[config.mk]
export PLATFORM = sky130hd
export DESIGN_NAME = axi_burst_seq
export DESIGN_NICKNAME = d
export VERILOG_FILES = /design/src/rtl/axi_burst_seq.sv
export SDC_FILE = /design/constraint.sdc
export NUM_CORES = 1
export LEC_CHECK = 0
export ABC_AREA = 1
export BUFFER_PORTS_ARGS = -buffer_cell sky130_fd_sc_hd__buf_2
export CAP_MARGIN = 20
export CORE_MARGIN = 2
export CORE_UTILIZATION = 41
export DETAILED_ROUTE_END_ITERATION = 10
export HOLD_SLACK_MARGIN = 0.15
export SYNTH_ARGS = -nofsm -noshare
export SYNTH_HDL_FRONTEND = slang
export SYNTH_SLANG_ARGS = --single-unit
[constraint.sdc]
create_clock -name clk -period 3.2 [get_ports clk]
set_clock_uncertainty 0.1 [all_clocks]
set_input_delay 0.64 -clock clk [delete_from_list [all_inputs] [get_ports clk]]
set_output_delay 0.64 -clock clk [all_outputs]
set_load 0.05 [all_outputs]
[src/rtl/axi_burst_seq.sv]
// AXI burst traffic sequencer: writes an incrementing pattern in fixed-length
// bursts, then optionally reads the same region back and checks it.
module axi_burst_seq #(
  parameter int ADDR_WTH = 32,
  parameter int DATA_WTH = 64,
  parameter int LEN_WTH  = 8,
  parameter int ID_WTH   = 4
) (
  input  logic                clk,
  input  logic                rst,
  input  logic                start,
  input  logic [1:0]          mode,
  input  logic [ADDR_WTH-1:0] base_addr,
  input  logic [15:0]         num_bursts,
  input  logic [LEN_WTH-1:0]  burst_len,
  output logic                busy,
  output logic                done,
  output logic                err,
  output logic [31:0]         cycle_cnt,
  output logic [ID_WTH-1:0]   awid,
  output logic [ADDR_WTH-1:0] awaddr,
  output logic [LEN_WTH-1:0]  awlen,
  output logic                awvalid,
  input  logic                awready,
  output logic [DATA_WTH-1:0] wdata,
  output logic                wlast,
  output logic                wvalid,
  input  logic                wready,
  input  logic [ID_WTH-1:0]   bid,
  input  logic [1:0]          bresp,
  input  logic                bvalid,
  output logic                bready,
  output logic [ID_WTH-1:0]   arid,
  output logic [ADDR_WTH-1:0] araddr,
  output logic [LEN_WTH-1:0]  arlen,
  output logic                arvalid,
  input  logic                arready,
  input  logic [ID_WTH-1:0]   rid,
  input  logic [DATA_WTH-1:0] rdata,
  input  logic [1:0]          rresp,
  input  logic                rlast,
  input  logic                rvalid,
  output logic                rready
);
  typedef enum logic [2:0] {IDLE, WR_ADDR, WR_DATA, WR_RESP, RD_ADDR, RD_DATA, DONE} state_t;
  localparam int SH = $clog2(DATA_WTH/8);

  state_t               state;
  logic [1:0]           mode_q;
  logic [ADDR_WTH-1:0]  base_q, addr_q, addr_nxt;
  logic [15:0]          nb_q, bcnt_q, bcnt_nxt;
  logic [LEN_WTH-1:0]   len_q, beat_q;
  logic [31:0]          pat_q, pat_nxt;
  logic [DATA_WTH-1:0]  pat_ext;
  logic                 rd_sel;
  logic                 unused_ids;

  assign awid       = '0;
  assign arid       = '0;
  assign unused_ids = ^{bid, rid};

  // Bursts are contiguous: step by beats * bytes-per-beat, wrapping freely.
  assign addr_nxt = addr_q + ((ADDR_WTH'(len_q) + ADDR_WTH'(1)) << SH);
  assign bcnt_nxt = bcnt_q - 16'd1;
  assign pat_nxt  = pat_q + 32'd1;
  assign pat_ext  = DATA_WTH'(pat_q);
  assign rd_sel   = (mode_q != 2'b00);

  always_ff @(posedge clk or negedge rst) begin
    if (!rst) begin
      state <= IDLE;
      mode_q <= '0; base_q <= '0; nb_q <= '0; len_q <= '0;
      addr_q <= '0; bcnt_q <= '0; beat_q <= '0; pat_q <= '0;
      busy <= 1'b0; done <= 1'b0; err <= 1'b0; cycle_cnt <= '0;
      awaddr <= '0; awlen <= '0; awvalid <= 1'b0;
      wdata <= '0; wlast <= 1'b0; wvalid <= 1'b0; bready <= 1'b0;
      araddr <= '0; arlen <= '0; arvalid <= 1'b0; rready <= 1'b0;
    end else begin
      done <= 1'b0;
      if (busy && cycle_cnt != 32'hFFFF_FFFF) cycle_cnt <= cycle_cnt + 32'd1;
      case (state)
        IDLE: if (start) begin
          mode_q <= mode; base_q <= base_addr; nb_q <= num_bursts; len_q <= burst_len;
          addr_q <= base_addr; bcnt_q <= num_bursts; pat_q <= '0; beat_q <= '0;
          err <= 1'b0; cycle_cnt <= '0; busy <= 1'b1;
          awlen <= burst_len; arlen <= burst_len;
          if (num_bursts == 16'd0) state <= DONE;
          else if (mode != 2'b01) begin
            awaddr <= base_addr; awvalid <= 1'b1; state <= WR_ADDR;
          end else begin
            araddr <= base_addr; arvalid <= 1'b1; state <= RD_ADDR;
          end
        end
        WR_ADDR: if (awready) begin
          awvalid <= 1'b0;
          wvalid  <= 1'b1;
          wdata   <= pat_ext;
          wlast   <= (len_q == '0);
          beat_q  <= '0;
          state   <= WR_DATA;
        end
        WR_DATA: if (wready) begin
          pat_q <= pat_nxt;
          if (wlast) begin
            wvalid <= 1'b0; wlast <= 1'b0; bready <= 1'b1; state <= WR_RESP;
          end else begin
            beat_q <= beat_q + LEN_WTH'(1);
            wdata  <= DATA_WTH'(pat_nxt);
            wlast  <= (beat_q + LEN_WTH'(1) == len_q);
          end
        end
        WR_RESP: if (bvalid) begin
          bready <= 1'b0;
          if (bresp != 2'b00) err <= 1'b1;
          bcnt_q <= bcnt_nxt;
          if (bcnt_nxt != 16'd0) begin
            addr_q <= addr_nxt; awaddr <= addr_nxt; awvalid <= 1'b1; state <= WR_ADDR;
          end else if (rd_sel) begin
            // read phase replays the same region and pattern from the start
            addr_q <= base_q; bcnt_q <= nb_q; pat_q <= '0;
            araddr <= base_q; arvalid <= 1'b1; state <= RD_ADDR;
          end else state <= DONE;
        end
        RD_ADDR: if (arready) begin
          arvalid <= 1'b0; rready <= 1'b1; beat_q <= '0; state <= RD_DATA;
        end
        RD_DATA: if (rvalid) begin
          if (rdata != pat_ext || rresp != 2'b00) err <= 1'b1;
          pat_q <= pat_nxt;
          if (rlast) begin
            if (beat_q != len_q) err <= 1'b1;
            rready <= 1'b0;
            bcnt_q <= bcnt_nxt;
            if (bcnt_nxt != 16'd0) begin
              addr_q <= addr_nxt; araddr <= addr_nxt; arvalid <= 1'b1; state <= RD_ADDR;
            end else state <= DONE;
          end else begin
            if (beat_q == len_q) err <= 1'b1;
            beat_q <= beat_q + LEN_WTH'(1);
          end
        end
        DONE: begin
          done <= 1'b1; busy <= 1'b0; state <= IDLE;
        end
        default: state <= IDLE;
      endcase
    end
  end
endmodule

==> Yosys cells after proc, flatten, opt, wreduce, memory -nomap -nowiden <==
Index checks and enable logic that the tools add are counted.
{ "word_totals": {"wordCells": 202, "out_inout_bits": 193, "register_bits": 318, "input_bits": 143} }
{ "op_classes": {"n_mux": 107, "addsub": 6, "reduce_logical": 36, "eq_ne": 31} }
{ "ops": {"columns": ["operator", "count"], "rows": [
  ["$mux 32", 25],
  ["$mux 64", 3],
  ["$pmux 32 s3", 2],
  ["$pmux 32 s4", 1],
  ["$pmux 64 s2", 1],
  ["$mux 16", 6],
  ["$add 32x1->32 const B", 2],
  ["$ne 64x32->1", 1],
  ["$pmux 32 s2", 1],
  ["$mux 8", 7],
  ["$pmux 16 s3", 1],
  ["$pmux 8 s5", 1],
  ["$mux 1", 37],
  ["$ne 2x2->1 const B", 18],
  ["$mux 3", 11],
  ["$add 32x12->32", 1],
  ["$ne 32x32->1 const B", 1],
  ["$reduce_and 7->1", 3],
  ["$pmux 3 s6", 1],
  ["$eq 8x8->1", 2],
  ["$logic_not 16->1", 1],
  ["$reduce_and 4->1", 4],
  ["$reduce_and 8->1", 2],
  ["$reduce_bool 16->1", 1],
  ["27 further kinds", 47]
]} }

==> Longest topological paths before layout <==
{ "depth": {"word_depth": 7, "depth_mapped": 21, "mapped_depth_nobuf": 21} }

==> Worst setup path after synthesis <==
No wires, ideal clock.
{ "synth_path": {"path_kind": "register to register", "start": "reg len_q[1]", "end": "reg awaddr[29]", "path_slack_ns": -0.062, "setup_ns": 0.083, "n_path_buf": 0, "arrival_time_ns": 3.080, "t_required_ns": 3.017, "path_stages_with_launch": 21, "period_less_slack_ns": 3.262, "cell_sequence": "dfrtp_1 -> inv_1 -> nor3_1 -> nand3_1 -> nor3_1 -> xor2_1 -> inv_1 -> ha_1 -> nand2_1 -> nand2_1 -> a21oi_1 -> inv_1 -> a21oi_1 -> inv_1 -> nand2_1 -> nand2_1 -> nand2_1 -> nand2_1 -> o21ai_0 -> inv_1 -> o21ai_0"} }
{ "synth_via": {"elab_chain_cells": 5} }
{ "synth_lines": {"columns": ["element", "line_no", "source"], "rows": [
  ["from (decl)", "52", "logic [LEN_WTH-1:0] len_q, beat_q;"],
  ["from (signal assigned)", "83", "mode_q <= mode; base_q <= base_addr; nb_q <= num_bursts; len_q <= burst_len;"],
  ["$add 8x1->9", "63", "assign addr_nxt = addr_q + ((ADDR_WTH'(len_q) + ADDR_WTH'(1)) << SH);"],
  ["$add 32x12->32", "63", null],
  ["$mux 32", "116", "if (bcnt_nxt != 16'd0) begin"],
  ["$mux 32", "112", "WR_RESP: if (bvalid) begin"],
  ["$pmux 32 s2", "81", "case (state)"],
  ["to (signal assigned)", "75", "awaddr <= '0; awlen <= '0; awvalid <= 1'b0;"],
  ["to (signal assigned)", "89", "awaddr <= base_addr; awvalid <= 1'b1; state <= WR_ADDR;"],
  ["to (signal assigned)", "117", "addr_q <= addr_nxt; awaddr <= addr_nxt; awvalid <= 1'b1; state <= WR_ADDR;"],
  ["to (decl)", "21", "output logic [ADDR_WTH-1:0] awaddr,"]
]} }
Every way passes these cells. The select of a mux whose other input is x is not followed.
A chain may end at the register's enable or synchronous reset.

==> Worst setup path after layout <==
{ "layout_path": {"start": "reg len_q[1]", "end": "reg awaddr[14]"} }
The elaborated chain is that of the path after synthesis.

==> flow_metrics.tcl <==
set metrics [dict create \
    first_iter_violations 1349 \
    antenna_found_initial 12 \
    synth-async-reset-ratio_pct 100 \
    floorplan.initialDensity_pct 41.6 \
    final.fill_count 4299 \
    design_area_um2 21800 \
    max_freq_ghz 0.329 \
    synthesis.yosys.warnings 0 \
    finalWorstPathRequiredPeriod_ns 3.04 \
    finalHoldWorstSlack_ns 0.197 \
    synth_cells 2570 \
    worstPathArrival_ns 3.41 \
    maxSlewViolCount 0 \
    synth_seq_area_share_pct 40.0 \
    syn-mean-instance-area_um2 6.97 \
    max-vdd-ir-drop_v 0.000623 \
    sequential_cell_area_um2 7160 \
    antenna_violating_nets_post_route 0 \
    final_net_count 3036 \
    critical_path.startpoint_type "register" \
    worstHoldPathType "primary input to register" \
    root_buffer "clkbuf_16" \
    viasPerCell 5.19 \
    grtUsageTotal_pct 27.1 \
    mappedNetlistArea_um2 17900 \
    hold_viol_final 0 \
    critPathKind "register to register" \
    std_cell_rows 76 \
    dp_slack_ns -0.0490 \
    report.final.setup_viol 0 \
    dominantRegCellSynth "dfrtp_1" \
    route.vias.total 18200 \
    die_height_um 213 \
    run_status "finished clean" \
    area_used_by_multi_input_combinational_logic_um2 9300 \
    drt_first_pass_iters 7 \
    path_max_fanout 5 \
    gpl.final_weighted_congestion 0.940 \
    max_slew.worst_pin.slew_ns 0.841 \
    clock_tree.buffer_depth 3 \
    grt_first_pass_wirelength_um 95200 \
    postSynthRegisterBits 286 \
    clk_transition_reported_paths_ns 0.06 \
    dieWidth_um 213 \
    cts.htree.levels 2 \
    clock_sinks 286 \
    tritoncts "done" \
    drc 0 \
    p_leak_nw 11.1 \
    gr-total-overflow 0 \
    period_share_pct 94.9 \
    die_area_um2 45400 \
    detailed_place.area_um2 20200 \
    grt_pass1_vias 17200 \
    yosys.cell_types.count 52 \
    power.density_cell_area_nw_per_um2 1110 \
    io_buffer_count 287 \
    pin_count 336 \
    unrepaired_setup_endpoints_after_global_routing "yes" \
    layout_setup_ws_ns 0.163 \
    tritoncts.num_buffers 37 \
    pin_count_of_the_biggest_net_entering_global_routing 108 \
    worstSkewPairLatency_ns 0.57 \
    timing.critical_path.required_ns 3.57 \
    placeableCoreArea_um2 43100 \
    detailed_place_hpwl_um 45100 \
    synth-edff-count 0 \
    layout-drive-gt1-share_pct 18.8 \
    wl_per_cell_um 17.6 \
    routed_wl_um 61400 \
    timing.slew.headroom_pct 43.9 \
    element_type_at_the_critical_path_end "register" \
    cap_viol_max_count 0 \
    syn2layout_area_growth_pct 21.8 \
    p_total_mw 24.3 \
]
==> worst max-delay path: stages (launching register included) <==
cell and delay, ns:
dfrtp_2 0.38, buf_6 0.13, ha_2 0.19, nand3_2 0.11, nor3_4 0.24, xor2_1 0.16
inv_1 0.09, ha_4 0.29, nand2_1 0.11, nor2_1 0.12, nand2_1 0.07, nand2_2 0.13
nand2_2 0.09, nand3_1 0.18, nand2_1 0.10, o21ai_0 0.25, inv_1 0.06, o21ai_0 0.15
==> final timing paths <==
| path | startpoint | to | slack (ns) | depth (start not counted) |
|---|---|---|---|---|
| setup reg to reg | len_q[1]$_DFFE_PN0P_ | awaddr[14]$_DFFE_PN0P_ | 0.16 | 17 |
| min in group asynchronous | rst | cycle_cnt[3]$_DFF_PN0_ | 0.43 | 2 |
| setup / recovery | len_q[1]$_DFFE_PN0P_ | awaddr[14]$_DFFE_PN0P_ | 0.16 | 17 |
| hold / removal | burst_len[3] | len_q[3]$_DFFE_PN0P_ | 0.20 | 3 |
| hold reg to reg | araddr[18]$_DFFE_PN0P_ | araddr[18]$_DFFE_PN0P_ | 0.37 | 2 |
| max in group asynchronous | rst | addr_q[10]$_DFFE_PN0P_ | 1.60 | 3 |
==> synthesized netlist by cell type (2+ instances only) <==
master | instances | area share [%]
nor2_4 | 3 | 0.19
a21oi_1 | 85 | 2.4
nand3_2 | 2 | 0.11
buf_1 | 14 | 0.29
nand2_2 | 6 | 0.21
inv_2 | 7 | 0.15
nand4_1 | 52 | 1.8
o211ai_1 | 3 | 0.13
a211oi_1 | 3 | 0.13
nor3b_1 | 4 | 0.17
buf_4 | 57 | 2.4
nor4_1 | 22 | 0.77
nor3_1 | 37 | 1.0
nor2_1 | 207 | 4.3
a31oi_1 | 4 | 0.14
o21bai_1 | 2 | 0.084
clkbuf_1 | 61 | 1.3
o2111ai_1 | 3 | 0.15
dfrtp_1 | 286 | 40
xor2_1 | 62 | 3.0
o21ai_1 | 16 | 0.45
clkinv_1 | 2 | 0.042
ha_1 | 17 | 1.2
o21a_1 | 6 | 0.25
o21ai_0 | 213 | 6.0
nand3_1 | 141 | 3.9
or2_2 | 6 | 0.21
nor2_2 | 10 | 0.35
nand3b_1 | 22 | 0.92
xnor2_1 | 31 | 1.5
a21o_1 | 2 | 0.084
and2_1 | 3 | 0.10
nand2_1 | 839 | 18
buf_6 | 3 | 0.19
buf_2 | 18 | 0.50
o22ai_1 | 9 | 0.31
and3_1 | 3 | 0.10
inv_1 | 272 | 5.7
o21ai_2 | 2 | 0.098
a221oi_1 | 22 | 1.1
a22o_1 | 2 | 0.098
==> metal layers <==
layer	global-route usage, %	part of all wire, %	up-vias
met5	0	0.067	-
met4	8.63	2.8	6
met3	5.09	7.7	108
met2	42.9	45	732
met1	37.4	44	8508
li1	-	-	8800
==> placed cells by master, fill, tap and decap left out, types with 8 or more instances in the layout <==
cell       Yosys  final
a221oi_1      22     22
buf_2         18    286
nor3_1        37     34
ha_1          17     12
nand2_2        6     21
diode_2        0      8
buf_12         0     11
o21ai_1       16     24
buf_4         57     77
nand3_2        2      9
nor2_1       207    201
xnor2_1       31     29
dfrtp_1      286    283
o22ai_1        9      9
inv_2          7     13
conb_1         1     40
a21oi_1       85     79
nor2_2        10     13
clkbuf_16      0     40
xor2_1        62     56
clkinv_2       0      8
inv_1        272    265
nand2_1      839    821
o21ai_0      213    201
nand3b_1      22     22
nand4_1       52     52
nor4_1        22     22
nand3_1      141    134
clkbuf_8       0     10
==> power by group <==
group / switching, mW / internal, mW / total [mW]
Sequential: 1.17 / 5.09 / 6.27
Combinational: 9.76 / 4.01 / 13.8
Clock: 1.69 / 2.53 / 4.23
==> kinds of logic (layout without fill, tap and decap cells) <==
group / Yosys count / in the layout / share of synthesized area [%]
AO/OA/AOI/OAI: 379 / 379 / 11.7
XOR/XNOR: 93 / 93 / 4.55
adder cells (fa/ha/maj): 18 / 18 / 1.30
buffers and inverters: 434 / 727 / 10.5
flip-flops: 286 / 286 / 40.0
other: 1 / 48 / 0.0209
AND/OR/NAND/NOR: 1359 / 1359 / 31.9
==> flip-flops by register name, indices dropped and copies added, names as in the netlist <==
name	cells
wlast	1
arvalid	1
err	1
addr_q	32
wvalid	1
pat_q	32
bready	1
state	3
nb_q	16
cycle_cnt	32
busy	1
awvalid	1
rready	1
mode_q	2
beat_q	8
done	1
awaddr	32
wdata	32
bcnt_q	16
araddr	32
len_q	8
base_q	32
==> stage by stage <==
| step | setup TNS [ns] | util (%) | std cells |
|---|---|---|---|
| after CTS | 0 | 49.9 | 3481 |
| after global routing | -0.0905 | 50.7 | 3495 |
| final | 0 | 50.7 | 3495 |
| after floorplan | 0 | - | 2609 |
| after global placement | -0.0512 | 47.0 | 3414 |
| after detailed placement | -0.106 | 47.0 | 3414 |
==> final cells by class <==
type | count | share of cell area [%]
Antenna cell | 8 | 0.0917
Clock buffer | 54 | 5.19
Clock inverter | 12 | 0.447
Inverter | 281 | 4.84
Multi-Input combinational cell | 1889 | 42.6
Sequential cell | 286 | 32.8
Tap cell | 585 | 3.35
Timing Repair Buffer | 380 | 10.6
==> repair_timing <==
| action | 4_1_cts | 5_1_grt |
|---|---|---|
| hold buffers | 1 | 0 |
| setup endpoints to repair | 12 | 71 |
| hold endpoints to repair | 28 | 0 |
| cloned | 0 | 1 |
| gates resized for setup | 4 | 75 |
| buffers inserted | 0 | 5 |
| pin swaps | 0 | 25 |
No activity file was read; power rests on OpenSTA's default activity.
